--- src/rtl/vec_pkg.sv ---
// Shared vector-datapath types for the lane reducer: lane/vector geometry and FSM encoding.
package vec_pkg;

   localparam int unsigned VLANES  = 16;
   localparam int unsigned VLANE_W = 16;
   localparam int unsigned VEC_W   = VLANES * VLANE_W;

   typedef logic [VEC_W-1:0]          vec_t;
   typedef logic signed [VLANE_W-1:0] lane_t;

   typedef enum logic [1:0] {
      IDLE   = 2'd0,
      REDUCE = 2'd1,
      OUTPUT = 2'd2
   } red_state_e;

endpackage

--- src/rtl/sat_shift.sv ---
// Scales an accumulator down by an arithmetic right shift and saturates it to a signed lane.
// Optional round-half-up before the shift when VEC_LANE_REDUCER_ROUND_EN is defined.
module sat_shift #(
   parameter int unsigned ACC_W  = 40,
   parameter int unsigned LANE_W = 16,
   parameter int unsigned SHIFT  = 8
) (
   input  logic signed [ACC_W-1:0]  acc,
   output logic        [LANE_W-1:0] data,
   output logic                     sat
);

   // One guard bit so the rounding add can never wrap.
   localparam int unsigned EXT_W = ACC_W + 1;
   localparam logic signed [EXT_W-1:0] MAX_V = EXT_W'((1 << (LANE_W - 1)) - 1);
   localparam logic signed [EXT_W-1:0] MIN_V = ~MAX_V;

   logic signed [EXT_W-1:0] ext;
   logic signed [EXT_W-1:0] rnd;
   logic signed [EXT_W-1:0] shf;

   always_comb begin
      ext = {acc[ACC_W-1], acc};
`ifdef VEC_LANE_REDUCER_ROUND_EN
      rnd = ext + (EXT_W'(1) << (SHIFT - 1));
`else
      rnd = ext;
`endif
      shf = rnd >>> SHIFT;
      if (shf > MAX_V) begin
         data = {1'b0, {(LANE_W - 1){1'b1}}};
         sat  = 1'b1;
      end else if (shf < MIN_V) begin
         data = {1'b1, {(LANE_W - 1){1'b0}}};
         sat  = 1'b1;
      end else begin
         data = shf[LANE_W-1:0];
         sat  = 1'b0;
      end
   end

endmodule

--- src/rtl/vec_lane_reducer.sv ---
// Reduces signed lanes of incoming vectors into an accumulator and emits one scaled, saturated
// sample per in_last-tagged vector. Rounding is enabled by VEC_LANE_REDUCER_ROUND_EN.
module vec_lane_reducer
   import vec_pkg::*;
#(
   parameter int unsigned LANES         = VLANES,
   parameter int unsigned LANE_W        = VLANE_W,
   parameter int unsigned LANES_PER_CYC = 4,
   parameter int unsigned ACC_W         = 40,
   parameter int unsigned SHIFT         = 8
) (
   input  logic                      clk,
   input  logic                      rst_n,
   input  logic                      in_valid,
   output logic                      in_ready,
   input  logic [LANES*LANE_W-1:0]   in_vec,
   input  logic                      in_last,
   output logic                      out_valid,
   input  logic                      out_ready,
   output logic [LANE_W-1:0]         out_data,
   output logic                      out_sat,
   output logic                      busy
);

   localparam int unsigned VW       = LANES * LANE_W;
   localparam int unsigned IDX_W    = $clog2(LANES) + 1;
   localparam int unsigned STEP_W   = LANES_PER_CYC * LANE_W;
   localparam logic [IDX_W-1:0] STEP     = IDX_W'(LANES_PER_CYC);
   localparam logic [IDX_W-1:0] LAST_IDX = IDX_W'(LANES - LANES_PER_CYC);

   red_state_e              state_q, state_d;
   logic [VW-1:0]           vec_q, vec_d;
   logic                    last_q, last_d;
   logic [IDX_W-1:0]        idx_q, idx_d;
   logic signed [ACC_W-1:0] acc_q, acc_d;
   logic [LANE_W-1:0]       data_q, data_d;
   logic                    sat_q, sat_d;

   logic signed [ACC_W-1:0] psum;
   logic [LANE_W-1:0]       sat_data;
   logic                    sat_flag;
   lane_t                   lane;

   // The latched vector is shifted down each REDUCE cycle, so the active lanes are always lowest.
   always_comb begin
      psum = '0;
      lane = '0;
      for (int k = 0; k < int'(LANES_PER_CYC); k++) begin
         lane = lane_t'(vec_q[k*LANE_W +: LANE_W]);
         psum = psum + ACC_W'(lane);
      end
   end

   // Fed with the next accumulator value so the output is registered on entry to OUTPUT.
   sat_shift #(
      .ACC_W  (ACC_W),
      .LANE_W (LANE_W),
      .SHIFT  (SHIFT)
   ) u_sat_shift (
      .acc  (acc_d),
      .data (sat_data),
      .sat  (sat_flag)
   );

   always_comb begin
      state_d = state_q;
      vec_d   = vec_q;
      last_d  = last_q;
      idx_d   = idx_q;
      acc_d   = acc_q;
      data_d  = data_q;
      sat_d   = sat_q;
      case (state_q)
         IDLE: begin
            if (in_valid) begin
               vec_d   = in_vec;
               last_d  = in_last;
               idx_d   = '0;
               state_d = REDUCE;
            end
         end
         REDUCE: begin
            acc_d = acc_q + psum;
            vec_d = vec_q >> STEP_W;
            idx_d = idx_q + STEP;
            if (idx_q == LAST_IDX) begin
               if (last_q) begin
                  data_d  = sat_data;
                  sat_d   = sat_flag;
                  state_d = OUTPUT;
               end else begin
                  state_d = IDLE;
               end
            end
         end
         OUTPUT: begin
            if (out_ready) begin
               acc_d   = '0;
               state_d = IDLE;
            end
         end
         default: state_d = IDLE;
      endcase
   end

   always_ff @(posedge clk or negedge rst_n) begin
      if (!rst_n) begin
         state_q <= IDLE;
         vec_q   <= '0;
         last_q  <= 1'b0;
         idx_q   <= '0;
         acc_q   <= '0;
         data_q  <= '0;
         sat_q   <= 1'b0;
      end else begin
         state_q <= state_d;
         vec_q   <= vec_d;
         last_q  <= last_d;
         idx_q   <= idx_d;
         acc_q   <= acc_d;
         data_q  <= data_d;
         sat_q   <= sat_d;
      end
   end

   assign in_ready  = (state_q == IDLE);
   assign out_valid = (state_q == OUTPUT);
   assign busy      = (state_q != IDLE);
   assign out_data  = data_q;
   assign out_sat   = sat_q;

endmodule

--- config.mk ---
export PLATFORM = sky130hd
export DESIGN_NAME = vec_lane_reducer
export DESIGN_NICKNAME = d
export VERILOG_FILES = /design/src/rtl/vec_pkg.sv /design/src/rtl/sat_shift.sv /design/src/rtl/vec_lane_reducer.sv
export SDC_FILE = /design/constraint.sdc
export NUM_CORES = 1
export LEC_CHECK = 0
export ABC_CLOCK_PERIOD_IN_PS = 8000
export BUFFER_PORTS_ARGS = -buffer_cell sky130_fd_sc_hd__buf_4
export CORE_MARGIN = 1
export CORE_UTILIZATION = 51
export DETAILED_ROUTE_END_ITERATION = 8
export PLACE_DENSITY = 0.85
export REMOVE_ABC_BUFFERS = 1
export SLEW_MARGIN = 20
export SYNTH_ARGS = -nofsm -noshare
export SYNTH_HDL_FRONTEND = slang
export SYNTH_SLANG_ARGS = --single-unit
--- constraint.sdc ---
create_clock -name clk -period 8 [get_ports clk]
set_input_delay 1.2 -clock clk [delete_from_list [all_inputs] [get_ports clk]]
set_output_delay 1.2 -clock clk [all_outputs]
set_load 0.03 [all_outputs]
; ---- After elaboration in Yosys (flattened, before gate mapping)
; Index checks and enable logic that the tools add are counted.
[word_totals]
reg_bits = 321
wordCells = 45
[op_classes]
add_sub_neg = 5
magnitude_cmp = 2
eq_ne = 6
mux = 15
reduce_logical = 9
[op_table]
columns = cell, n
row1 = $pmux W256 S2, 1
row2 = $mux W256, 1
row3 = $pmux W40 S2, 1
row4 = $add A40 B19 Y40, 1
row5 = $mux W40, 1
row6 = $gt A32 B16 Y1 const B, 1
row7 = $lt A32 B16 Y1 const B, 1
row8 = $mux W16, 2
row9 = $add A18 B16 Y19, 1
row10 = $add A17 B16 Y18, 1
row11 = $add A16 B16 Y17, 1
row12 = $pmux W5 S2, 1
row13 = $mux W2, 4
row14 = $pmux W2 S3, 1
row15 = $reduce_and A2 Y1, 3
row16 = $reduce_and A3 Y1, 2
row17 = $reduce_bool A2 Y1, 3
row18 = $add A5 B3 Y5 const B, 1
row19 = $eq A5 B4 Y1 const B, 1
row20 = $mux W5, 1
row21 = $ne A2 B2 Y1 const B, 2
row22 = $eq A2 B1 Y1 const B, 1
row23 = $eq A2 B2 Y1 const B, 1
row24 = $logic_not A2 Y1, 1
row25 = other kinds (2), 3

; ---- Depth between registers and ports, before layout
[logic_depth]
ltp_word = 8
ltp_mapped = 20
mapped_depth_nobuf = 18

; ---- By module
; From an unflattened synthesis, not the netlist that was laid out.
[hier_totals]
hier_cells = 1761
hier_area_um2 = 17822.1
[by_module_without_submodules]
columns = mod, n_inst, cells_per_inst, area_each_um2, seq_area_each_um2
row1 = vec_lane_reducer, 1, 1732, 17584.4, 7982.7
row2 = sat_shift, 1, 29, 237.7, 0.0

; ---- Least setup slack after synthesis
; Ideal clock, no wire load.
[synth_path]
path_kind = register to register
start = register vec_q[15]
end = register data_q[10] (netlist: out_data[10])
setup_ns = 0.136
arrival_ns = 6.034
required_time_ns = 7.864
setup_slack_ns = 1.830
path_stages_with_launch = 16
path_buffers = 2
synth_period_minus_slack_ns = 6.170
path_cell_list = dfrtp_1 > fa_1 > fa_1 > fa_1 > ha_1 > buf_4 > and4_4 > and3_1 > a222oi_1 > nand2_1 > or3_1 > a32o_2 > or4_4 > nor4_4 > buf_6 > o32ai_1
[synth_between]
elab_chain_cells = 8
elab_cells_between_ends = 9
cone_classes = add/sub (4) / order compare (2) / mux (3)
[synth_rtl]
columns = element, line_no
row1 = from (decl), vec_lane_reducer.sv:32  ; logic [VW-1:0] vec_q, vec_d;
row2 = from (signal assigned), vec_lane_reducer.sv:117  ; vec_q <= vec_d;
row3 = $add A16 B16 Y17 (*), vec_lane_reducer.sv:50  ; psum = psum + ACC_W'(lane);
row4 = $add A17 B16 Y18 (*), vec_lane_reducer.sv:50
row5 = $add A18 B16 Y19 (*), vec_lane_reducer.sv:50
row6 = $add A40 B19 Y40 (*), vec_lane_reducer.sv:83  ; acc_d = acc_q + psum;
row7 = $pmux W40 S2 (*), vec_lane_reducer.sv:73  ; case (state_q)
row8 = via acc_d[32], vec_lane_reducer.sv:35  ; logic signed [ACC_W-1:0] acc_q, acc_d;
row9 = $lt A32 B16 Y1, sat_shift.sv:33  ; end else if (shf < MIN_V) begin
row10 = $mux W16, sat_shift.sv:33
row11 = $mux W16 (*), sat_shift.sv:30  ; if (shf > MAX_V) begin
row12 = to (signal assigned), vec_lane_reducer.sv:121  ; data_q <= data_d;
row13 = to (decl), vec_lane_reducer.sv:36  ; logic [LANE_W-1:0] data_q, data_d;
; Mark *: on every way through the listed nets, which the timed path passes. The rest lies on a longest branch.
; A chain may end at the register's enable or synchronous reset.

; ---- Worst setup path in the final report
[layout_path]
start = register vec_q[15]
end = register data_q[2] (netlist: out_data[2])
; The elaborated chain is that of the path after synthesis.

==> out/metrics.yaml <==
ff2ff_setup_slack_ps: 1170
wl_per_cell_um: 17.8
place_hpwl_um: 31600
final.period_utilization_pct: 85.4
r2r_cells: 14
hold_buffers: 0
synth_cells: 1813
postSynthRegisterBits: 319
first_iter_violations: 866
slew_at_the_pin_closest_to_its_max_slew_limit_ps: 1090
fp.dieArea_um2: 36300
cts.repair_timing.setup_buffer_count: 0
rsz0062_at_grt: "no"
hold_slack_ps: 476
capturing_element_type_of_the_critical_path: "register"
clock_sink_count: 319
regToRegStartpoint: "vec_q[15]"
antennaDiodeCount: 0
critical_path_arrival_ps: 7160
io_pins: 281
clockBufferDepth: 3
cts.htree.levels: 2
die_w_um: 191
cts-resized-gates: 0
hold_class: "register to register"
final_hold_fails: 0
number_of_global_route_vias_before_repair: 14721
maxCapViolations: 0
synth_enable_flop_cells: 0
grt_remaining_overflow: 0
floorplan.core_area_um2: 34700
grt_max_degree: 286
synth_sequential_area_ratio_pct: 44.0
finalMaxSlewViolations: 0
max_clock_freq_ghz: 0.146
vias: 14093
data_required_time_at_the_worst_endpoint_ps: 8330
worst_setup_path_endpoint: "out_data[2]"
combined_area_of_all_synthesized_cells_um2: 18100
synthTopCellsByCount: "sky130_fd_sc_hd__dfrtp_1, sky130_fd_sc_hd__nand2_1, sky130_fd_sc_hd__o21ai_0, sky130_fd_sc_hd__mux2i_1, sky130_fd_sc_hd__inv_1"
worstReg2RegEnd: "out_data[2]"
dp.cells: 2442
tritoncts: "yes"
synth_cell_type_count: 77
yosys.area.top_type_share_pct: 44.0
total_cts_buffers: 36
clk_latency_ps: 510
drtAntennaViolNets: 0
antenna_violations_before_repair: 0
buffers_on_ports: 280
post-route-drc-count: 0
timing.critical_path.from: "vec_q[15]"
yosys_warnings: 0
synth_largest_area_cell: "sky130_fd_sc_hd__dfrtp_1"
grt.total_usage_pct: 25.3
rows: 68
netlist_top_cells_area: "sky130_fd_sc_hd__dfrtp_1, sky130_fd_sc_hd__mux2i_1, sky130_fd_sc_hd__fa_1, sky130_fd_sc_hd__o21ai_0, sky130_fd_sc_hd__nand2_1"
route.final.wire_length_um: 44600
synth-async-reset-ratio_pct: 100
post_layout_net_count: 2407
largest_clock_skew_in_the_final_design_ps: 14.4
root_buffer: "sky130_fd_sc_hd__clkbuf_16"
result_of_the_run: "complete, no violations"
number_of_standard_cells_in_the_final_layout_excluding_fillers: 2507
setup_tns_ps: 0
viasPerCell: 5.62
initial_utilization_pct: 52.2
postSynth.topFlopCell: "sky130_fd_sc_hd__dfrtp_1"
start_kind: "register"
synth_area_per_cell_um2: 10.0
floorplan.die.height_um: 191
areaGrowthSynthToFinish_pct: 19.5
max_slew_margin_pct: 27.5
clkSlewWorstSetupHoldPaths_ps: 60
utilization_pct: 62.4
crit_path_kind: "register to register"
drive_above_1_share_pct: 18.0
finalWorstPathRequiredPeriod_ps: 6830
yosysMostFrequentCell: "sky130_fd_sc_hd__dfrtp_1"
grt_first_pass_wirelength_um: 74100
place.gp.congestion: 0.871
final-setup-viol-count: 0
drt_first_pass_iters: 5
crit_path_max_fanout: 24
-- state kept, by name, summed over array words and instances (netlist names) --
name      cells
acc_q        40
idx_q         3
last_q        1
out_data     16
out_sat       1
state_q       2
vec_q       256
-- per-stage QoR --
stage | cell area (um2) | setup slack (ps)
after floorplan | 17600 | -20520
after CTS | 21600 | 1140
final | 21700 | 1170
after global placement | 20500 | 1290
after detailed placement | 20500 | 1180
after global routing | 21700 | 754
-- worst min-delay path by stage --
stage | from | endpoint | slack, ps | cells after the start
2_1_floorplan | acc_q[3] | acc_q[3] | 440 | 2
3_3_place_gp | vec_q[153] | vec_q[153] | 460 | 2
3_5_place_dp | vec_q[29] | vec_q[29] | 470 | 2
4_1_cts | vec_q[178] | vec_q[178] | 480 | 2
5_1_grt | vec_q[137] | vec_q[137] | 500 | 2
6_report | vec_q[137] | vec_q[137] | 480 | 2
-- worst max-delay path, cell delays in order, from the launching register on --
cell and delay (ps):
sky130_fd_sc_hd__dfrtp_1 400, sky130_fd_sc_hd__fa_1 540, sky130_fd_sc_hd__fa_2 1230, sky130_fd_sc_hd__fa_1 570
sky130_fd_sc_hd__ha_1 470, sky130_fd_sc_hd__nand4_2 220, sky130_fd_sc_hd__or3_1 430, sky130_fd_sc_hd__a211oi_2 190
sky130_fd_sc_hd__or2_1 240, sky130_fd_sc_hd__nor4_1 80, sky130_fd_sc_hd__or3b_1 470, sky130_fd_sc_hd__a211o_1 260
sky130_fd_sc_hd__or4_4 430, sky130_fd_sc_hd__nor4_4 900, sky130_fd_sc_hd__o32ai_1 200
-- routing by layer --
metal,vias up,track usage (%),part of all wire [%]
li1,6746,-,-
met1,6889,32.9,42
met2,375,43.4,49
met3,83,4.69,5.7
met4,0,6.55,2.6
met5,-,0,0
-- cell usage in the layout (no fill, tap or decap), drive strengths merged, types with 13 or more instances in the layout --
cell,count
ha,47
a21o,25
clkbuf,54
o21ai,251
a22o,72
nor2,36
o32ai,16
inv,155
a21oi,39
fa,71
nand3,19
nand2,263
mux2i,194
xor2,13
nand4,20
dfrtp,319
buf,295
-- cell families (layout without fill, tap and decap cells) --
logic type	Yosys count	after routing	share of synthesized area [%]
simple gates	396	396	9.69
xor+xnor	25	25	1.21
buf+inv	273	512	5.92
fa+ha+maj	118	118	11.1
mux	195	195	10.8
flops	319	319	44.0
compound gates	487	487	17.3
-- cell type report --
cell class              count  area [um2]
clock buffers              54        1060
clock inverters             8        46.3
fillers                  2846       13100
inverters                 155         582
multi-input cells        1221        9100
flip-flops and latches    319        7980
well taps                 455         569
repair buffers            295        2310
Power is left out: the tool's default activity adds up to more than one toggle a clock period on the data nets, which glitch-free logic cannot reach.
